File: src/rtl/xc_malu_seq_pkg.sv
// Shared encodings for the multi-cycle ALU sequencer: op codes, FSM states, step-count limits.
package xc_malu_pkg;

  localparam int XC_MALU_COUNT_W = 6;
  localparam logic [XC_MALU_COUNT_W-1:0] XC_MALU_COUNT_MAX = 6'd63;

  typedef enum logic [3:0] {
    OP_DIV    = 4'd0,
    OP_DIVU   = 4'd1,
    OP_REM    = 4'd2,
    OP_REMU   = 4'd3,
    OP_MUL    = 4'd4,
    OP_MULU   = 4'd5,
    OP_MULSU  = 4'd6,
    OP_CLMUL  = 4'd7,
    OP_PMUL   = 4'd8,
    OP_PCLMUL = 4'd9
  } malu_op_t;

  typedef enum logic [1:0] {
    S_IDLE = 2'd0,
    S_RUN  = 2'd1,
    S_DONE = 2'd2
  } malu_state_t;

endpackage

File: src/rtl/xc_malu_seq_fsm.sv
// Control half of the ALU sequencer: state, step count, flush pulse and step timeout.
// Define XC_MALU_SEQ_TIMEOUT_EN to end a run with rsp_error once count reaches its maximum.
module xc_malu_seq_fsm
  import xc_malu_pkg::*;
(
  input  logic                       clock,
  input  logic                       reset,
  input  logic                       flush,
  input  logic                       req_valid,
  input  logic                       st_ready,
  input  logic                       rsp_ready,
  output logic                       req_ready,
  output logic                       st_valid,
  output logic                       st_flush,
  output logic [XC_MALU_COUNT_W-1:0] count,
  output logic                       rsp_valid,
  output logic                       rsp_error,
  output logic                       load,
  output logic                       step,
  output logic                       finish,
  output logic                       expire
);

  malu_state_t state;
  logic        timeout;

`ifdef XC_MALU_SEQ_TIMEOUT_EN
  assign timeout = !st_ready && (count == XC_MALU_COUNT_MAX);
`else
  assign timeout = 1'b0;
`endif

  // NOTE: req_ready is the one combinational output; it must drop in the same cycle flush is raised.
  assign req_ready = (state == S_IDLE) && !flush;

  assign load   = req_valid && req_ready;
  assign finish = (state == S_RUN) && !flush && st_ready;
  assign expire = (state == S_RUN) && !flush && timeout;
  assign step   = (state == S_RUN) && !flush && !st_ready && !timeout;

  // NOTE: sequential state uses non-blocking assignments so every register samples pre-edge values.
  always_ff @(posedge clock or posedge reset) begin
    if (reset) begin
      state     <= S_IDLE;
      count     <= '0;
      st_valid  <= 1'b0;
      st_flush  <= 1'b0;
      rsp_valid <= 1'b0;
      rsp_error <= 1'b0;
    end else begin
      st_flush <= flush;
      if (flush) begin
        state     <= S_IDLE;
        count     <= '0;
        st_valid  <= 1'b0;
        rsp_valid <= 1'b0;
        rsp_error <= 1'b0;
      end else begin
        case (state)
          S_IDLE: begin
            if (req_valid) begin
              state     <= S_RUN;
              count     <= '0;
              st_valid  <= 1'b1;
              rsp_error <= 1'b0;
            end
          end
          S_RUN: begin
            if (st_ready || timeout) begin
              state     <= S_DONE;
              st_valid  <= 1'b0;
              rsp_valid <= 1'b1;
              rsp_error <= timeout;
            end else if (count != XC_MALU_COUNT_MAX) begin
              count <= count + 1'b1;
            end
          end
          S_DONE: begin
            if (rsp_ready) begin
              state     <= S_IDLE;
              rsp_valid <= 1'b0;
            end
          end
          default: state <= S_IDLE;
        endcase
      end
    end
  end

endmodule

File: src/rtl/xc_malu_seq.sv
// Multi-cycle ALU sequencer top: operand/step-state registers around xc_malu_seq_fsm.
// Optional step timeout is enabled by defining XC_MALU_SEQ_TIMEOUT_EN.
module xc_malu_seq
  import xc_malu_pkg::*;
(
  input  logic        clock,
  input  logic        reset,
  input  logic        flush,
  input  logic        req_valid,
  output logic        req_ready,
  input  logic [3:0]  req_op,
  input  logic [31:0] req_rs1,
  input  logic [31:0] req_rs2,
  input  logic [31:0] req_rs3,
  output logic        st_valid,
  output logic        st_flush,
  output logic [3:0]  st_op,
  output logic [31:0] st_rs1,
  output logic [31:0] st_rs2,
  output logic [31:0] st_rs3,
  output logic [5:0]  st_count,
  output logic [63:0] st_acc,
  output logic [31:0] st_arg_0,
  output logic [31:0] st_arg_1,
  input  logic [63:0] st_n_acc,
  input  logic [31:0] st_n_arg_0,
  input  logic [31:0] st_n_arg_1,
  input  logic        st_ready,
  input  logic [63:0] st_result,
  output logic        rsp_valid,
  input  logic        rsp_ready,
  output logic [63:0] rsp_result,
  output logic        rsp_error
);

  malu_op_t op;
  logic     load, step, finish, expire;

  xc_malu_seq_fsm u_fsm (
    .clock     (clock),
    .reset     (reset),
    .flush     (flush),
    .req_valid (req_valid),
    .st_ready  (st_ready),
    .rsp_ready (rsp_ready),
    .req_ready (req_ready),
    .st_valid  (st_valid),
    .st_flush  (st_flush),
    .count     (st_count),
    .rsp_valid (rsp_valid),
    .rsp_error (rsp_error),
    .load      (load),
    .step      (step),
    .finish    (finish),
    .expire    (expire)
  );

  assign st_op = op;

  // NOTE: these are plain registers, not memories, so every one gets a reset value.
  always_ff @(posedge clock or posedge reset) begin
    if (reset) begin
      op         <= OP_DIV;
      st_rs1     <= '0;
      st_rs2     <= '0;
      st_rs3     <= '0;
      st_acc     <= '0;
      st_arg_0   <= '0;
      st_arg_1   <= '0;
      rsp_result <= '0;
    end else begin
      if (flush) begin
        st_acc   <= '0;
        st_arg_0 <= '0;
        st_arg_1 <= '0;
      end else if (load) begin
        op       <= malu_op_t'(req_op);
        st_rs1   <= req_rs1;
        st_rs2   <= req_rs2;
        st_rs3   <= req_rs3;
        st_acc   <= '0;
        st_arg_0 <= '0;
        st_arg_1 <= '0;
      end else if (step) begin
        st_acc   <= st_n_acc;
        st_arg_0 <= st_n_arg_0;
        st_arg_1 <= st_n_arg_1;
      end

      // A timed-out run reports a zero result alongside rsp_error.
      if (finish)
        rsp_result <= st_result;
      else if (expire)
        rsp_result <= '0;
    end
  end

endmodule

File: config.mk
export PLATFORM = sky130hd
export DESIGN_NAME = xc_malu_seq
export DESIGN_NICKNAME = d
export VERILOG_FILES = /design/src/rtl/xc_malu_seq_pkg.sv /design/src/rtl/xc_malu_seq_fsm.sv /design/src/rtl/xc_malu_seq.sv
export SDC_FILE = /design/constraint.sdc
export NUM_CORES = 1
export LEC_CHECK = 0
export BUFFER_PORTS_ARGS = -buffer_cell sky130_fd_sc_hd__buf_2
export CORE_AREA = 2 2 232 234
export DETAILED_ROUTE_END_ITERATION = 16
export DIE_AREA = 0 0 234 236
export GPL_TIMING_DRIVEN = 1
export RECOVER_POWER = 25
export REMOVE_ABC_BUFFERS = 1
export SYNTH_ARGS = -nofsm -noshare
export SYNTH_HDL_FRONTEND = slang
export SYNTH_SLANG_ARGS = --single-unit
File: constraint.sdc
create_clock -name clock -period 21.2 [get_ports clock]
set_clock_uncertainty 0.2 [all_clocks]
set_input_delay 0 -clock clock [delete_from_list [all_inputs] [get_ports clock]]
set_output_delay 0 -clock clock [all_outputs]
set_load 0.05 [all_outputs]
== Yosys cells after proc, flatten, opt, wreduce, memory -nomap -nowiden ==
Index checks and enable logic that the tools add are counted.

* Register bits after elaboration: 304
* Output and inout bits: 303
* Input port bits: 298

* Bitwise logic cells: 1
* Eq/ne operators: 8
* Reduce and logical (&&, ||, !) cells: 16
* Mux-type cells: 30
* $add $sub $neg: 1

{| class="wikitable"
|+ Operator list
! cell !! number
|-
| 2-to-1 mux 32 bit || 6
|-
| 2-to-1 mux 64 bit || 3
|-
| 2-to-1 mux 6 bit || 4
|-
| != test 3 bit (second input constant) || 5
|-
| case mux 6 bit (2 select lines) || 1
|-
| AND reduction 3 bit || 3
|-
| nonzero test 3 bit || 3
|-
| 2-to-1 mux 1 bit || 8
|-
| 2-to-1 mux 2 bit || 4
|-
| adder 6 x 1 -> 6 bit (second input constant) || 1
|-
| != test 6 bit (second input constant) || 1
|-
| case mux 1 bit (2 select lines) || 3
|-
| case mux 2 bit (3 select lines) || 1
|-
| logical AND 1 bit || 5
|-
| AND reduction 4 bit || 1
|-
| equality test 2 x 1 -> 1 bit (second input constant) || 1
|-
| equality test 2 bit (second input constant) || 1
|-
| zero test 1 bit || 2
|-
| zero test 2 bit || 1
|-
| AND reduction 2 bit || 1
|-
| NOT 1 bit || 1
|}

== Logic depth before layout (Yosys ltp) ==
* Word-level depth: 6
* Mapped depth: 6
* Depth with buffers taken out: 4

== Modules after synthesis ==
Synthesis repeated with hierarchy kept, for this count alone.

* Cell total of the unflattened synthesis: 840
* Area total of the unflattened synthesis: 12383.1 sq um

{| class="wikitable"
|+ By module, submodules not included
! module !! seq. area each (sq um) !! cells each !! area an instance (sq um) !! times used
|-
| xc_malu_seq || 7307.0 || 768 || 11702.5 || 1
|-
| xc_malu_seq_fsm || 275.3 || 72 || 680.7 || 1
|}

== Worst setup path after synthesis ==
Ideal clock, no wire load.

* Path kind: register to register
* Start point: register u_fsm.state[1]
* End point: register op[3] (netlist: st_op[3])
* Stages on the path, launching flop included: 7
* Arrival time: 2.028 ns
* Period minus slack after synthesis: 2.353 ns
* Slack: 18.847 ns
* Buffers on the path: 3
* Library setup time: 0.125 ns
* Cell sequence: dfrtp_1 -> buf_4 -> nor3_2 -> and2_4 -> buf_12 -> buf_12 -> mux2_4

* Word-level cells in the longest chain between the ends: 4

{| class="wikitable"
|+ RTL lines
! element !! RTL line !! text
|-
| start, declared || xc_malu_seq_fsm.sv:24 || <nowiki>malu_state_t state;</nowiki>
|-
| start signal, assigned || xc_malu_seq_fsm.sv:44 || <nowiki>state <= S_IDLE;</nowiki>
|-
| start signal, assigned || xc_malu_seq_fsm.sv:53 || <nowiki>state <= S_IDLE;</nowiki>
|-
| start signal, assigned || xc_malu_seq_fsm.sv:62 || <nowiki>state <= S_RUN;</nowiki>
|-
| zero test 2 bit || xc_malu_seq_fsm.sv:34 || <nowiki>assign req_ready = (state == S_IDLE) && !flush;</nowiki>
|-
| logical AND 1 bit || xc_malu_seq_fsm.sv:34 ||
|-
| via req_ready || xc_malu_seq.sv:10 || <nowiki>output logic req_ready,</nowiki>
|-
| logical AND 1 bit || xc_malu_seq_fsm.sv:36 || <nowiki>assign load = req_valid && req_ready;</nowiki>
|-
| AND reduction 2 bit (no source line) || -- ||
|-
| end signal, assigned || xc_malu_seq.sv:77 || <nowiki>op <= malu_op_t'(req_op);</nowiki>
|-
| end, declared || xc_malu_seq.sv:36 || <nowiki>malu_op_t op;</nowiki>
|}

The timed path passes the listed nets, and every way through them passes these cells.
A chain may end at the register's enable or synchronous reset.

==> summary.md <==
| Metric | Value |
|---|---|
| Outcome | `finished with violations` |
| Violated checks | `max-capacitance violations, max-slew violations` |
| Antenna diodes | `0` |
| Critical path arrival | `5.31 ns` |
| Post-CTS Setup Inserts | `0` |
| Synth top cells by count | `dfrtp_1 (303), a22o_1 (128), mux2_4 (89)` |
| Die height | `~240 um` |
| Die width | `approximately 230 um` |
| Combinational power share | `0.336` |
| Clock root buffer master | `clkbuf_16` |
| Fin crit period | `between 4 and 5 ns` |
| DRC | `0` |
| Area delta synth->final | `68.6%` |
| Synth unique cells | `43` |
| DR vias/cell | `4.23` |
| Final net count | `around 2000` |
| Synthesized area per cell | `16.7 um2` |
| Pwr dens | `a little under 100 nW/um2` |
| Flop2flop setup slack | `around 18 ns` |
| Number of max-cap violations | `1` |
| DR WL/cell | `around 17 um` |
| DRT antenna net count | `0` |
| Mapped Cells | `around 710` |
| EDFF count, synth | `0` |
| Relative slew slack | `-2.52` |
| Cell taking the most area after synthesis | `dfrtp_1` |
| Filler cell count | `around 4900` |
| Hold Fails Final Rpt | `0` |
| Top delay family on crit path | `buffers and inverters` |
| Site row count | `85` |
| Internal power | `1.21 mW` |
| Slowest CP cell | `clkinvlp_2` |
| Die ar. | `about 55000 um2` |
| Final Non-Filler Cells | `2397` |
| Register clock-pin slew on the reported worst setup and hold paths | `roughly 0.060 ns` |
| Number of global-route vias before repair | `about 11000` |
| Cells after DPL | `between 1500 and 2000` |
| Share of the synthesized area in the top cell type | `0.640` |
| Count leader, synth | `dfrtp_1` |
| CTS buffer count | `34` |
| First-pass GRT wire length | `roughly 60000 um` |
| CTS tree | `built` |
| Overflow after GRT | `0` |
| Clock Latency Late Sink | `roughly 0.52 ns` |
| GR Util All Layers | `0.138` |
| Buf/Inv on CP | `5` |
| Most used cell, CP | `buf_4` |
| Unrepaired setup endpoints after global routing | `false` |
| Min-delay worst type | `input pin to flip-flop` |
| Hold buffers post-CTS | `about 380` |
| Critical path endpoint category | `asynchronous set/reset pin` |
| Crit share post-route | `0.234` |
| Leak | `9.79 nW` |
| Critical Path Fanout Max | `118` |
| Max Freq | `about 200 MHz` |
| Startpoint types | `input pin` |
| Port bufs | `roughly 600` |
| Slew Limit Fails | `roughly 120` |
| H-tree levels | `2` |
| Placeable Area | `53100 um2` |
| Sequential share of the synthesized area | `0.640` |
| CP max stage delay | `just under 3 ns` |
| DP Area | `15300 um2` |
| Sum of negative setup slack | `0 ns` |
| Async set-reset flop share out of synthesis | `1.00` |
| DRT Pass-1 Iters | `4` |
| I/O pin cnt | `~600` |
| Initial DRC count | `approximately 350` |
| Netlist Area Pre-Place | `11800 um2` |
| Detailed placement HPWL | `approximately 24000 um` |
| Sw power | `around 0.73 mW` |
| Peak supply drop | `60.3 uV` |
| Ratio of cells with drive above 1 in the final layout | `0.390` |
| Ys Warns | `0` |
| Tightest Pin Transition | `~5.3 ns` |
| Starting Density | `0.223` |
| Critical path class | `input pin to asynchronous set/reset pin` |
| CP Data Required Time | `21.55 ns` |
| Yosys reg bits | `approximately 300` |
| Via count | `approximately 10000` |
| Final Core Density | `0.376` |
| Endpoints failing setup | `0` |
| Sw frac | `0.377` |
| Largest cells by area after synthesis | `dfrtp_1 (64%), mux2_4 (11%), a22o_1 (9.5%), mux2_1 (5.7%), buf_6 (1.7%)` |
| Synth Flop Type | `dfrtp_1` |
| Flop pwr share | `0.371` |
| Clock sink total | `slightly above 300` |
| Total wire length | `~40000 um` |
| Final instance area | `between 15000 and 20000 um2` |
| Clock share of power | `0.294` |
| Largest net degree at the start of global routing | `between 100 and 150` |
| CP cell instances | `dlygate4sd3_1 -> buf_2 -> clkinvlp_2 -> buf_4 -> buf_4` |
| GPL Wtd Cong | `0.776` |
| Initial antenna violation count | `0` |
| Resized Gates After CTS | `0` |
| Clock tree buffer depth | `3` |
power groups by stage:
stage,combinational (mW),sequential [mW],clock [mW]
floorplan,0.124,1.04,0
global placement,0.600,0.724,0
detailed placement,0.607,0.725,0
CTS,0.662,0.718,0.595
global route,0.680,0.732,0.616
finish,0.653,0.722,0.571
layout by cell type (no fill, tap or decap), types with 3 or more instances in the layout:
master	count
buf_4	10
a21oi_1	3
dlygate4sd3_1	375
buf_2	490
clkbuf_1	120
inv_1	9
mux2_2	15
nand2_1	4
a22o_1	128
o211ai_1	5
nor2_1	3
clkbuf_16	37
clkinv_2	4
a211o_1	3
mux2_4	89
clkbuf_8	7
nand3_1	5
mux2_1	60
dfrtp_1	303
cell type report:
type	instances	area, um2	share of cell area
well taps	696	871	0.0436
repair buffers	984	6690	0.335
multi-input cells	345	3700	0.185
clock buffers	55	1060	0.0533
clock inverters	4	20.0	0.00100
flip-flops and latches	303	7580	0.380
inverters	10	38.8	0.00194
tightest hold or removal path, cell delays in order:
cell	delay, ns
dlygate4sd3_1	0.51
buf_2	0.09
mux2_4	0.12
flip-flops by register name (all words and copies together) (netlist names):
name and count:
rsp_result 64, st_acc 64, st_arg_0 32, st_arg_1 32, st_rs1 32, st_rs2 32
st_rs3 32, u_fsm.count 6, st_op 4, u_fsm.state 2, u_fsm.rsp_valid 1, u_fsm.st_flush 1
u_fsm.st_valid 1
cell families (layout without fill, tap and decap cells):
kind of cell / count (synthesis) / after routing / share of synthesized area
other: 1 / 1 / 0.000317
flip-flops: 303 / 303 / 0.640
adder cells (fa/ha/maj): 1 / 1 / 0.00106
multiplexers: 164 / 164 / 0.184
AND/OR/NAND/NOR: 31 / 31 / 0.0181
AO/OA/AOI/OAI: 148 / 148 / 0.109
buffers and inverters: 60 / 1053 / 0.0476
final timing paths:
path | to | cells past startpoint | from
max in group clock | st_rs1[27]$_DFFE_PP0P_ | 5 | u_fsm.state[0]$_DFFE_PP0P_
hold / removal | st_rs2[9]$_DFFE_PP0P_ | 3 | req_rs2[9]
setup / recovery | st_acc[35]$_DFFE_PP0P_ | 5 | reset
setup reg to reg | st_rs1[27]$_DFFE_PP0P_ | 5 | u_fsm.state[0]$_DFFE_PP0P_
hold reg to reg | rsp_result[4]$_DFFE_PP0P_ | 1 | rsp_result[4]$_DFFE_PP0P_
min in group asynchronous | st_rs2[16]$_DFFE_PP0P_ | 3 | reset
routing by layer:
metal	GRT usage	up-vias	routed length (um)
li1	-	4535	-
met5	0	-	0
met1	0.146	4966	14900
met4	0.0667	0	1800
met3	0.0393	108	3220
met2	0.250	529	20000
stage by stage:
| step | power (mW) | hold WS [ns] | worst slack (ns) |
|---|---|---|---|
| after detailed placement | 1.33 | 0.0240 | 17.94 |
| after global placement | 1.32 | 0.0171 | 18.01 |
| final | 1.95 | 0.0442 | 16.24 |
| after CTS | 1.98 | 0.0000285 | 17.93 |
| after floorplan | 1.16 | -0.169 | 12.63 |
| after global routing | 2.03 | 0.0201 | 15.17 |
(Power assumes the default switching activity.)
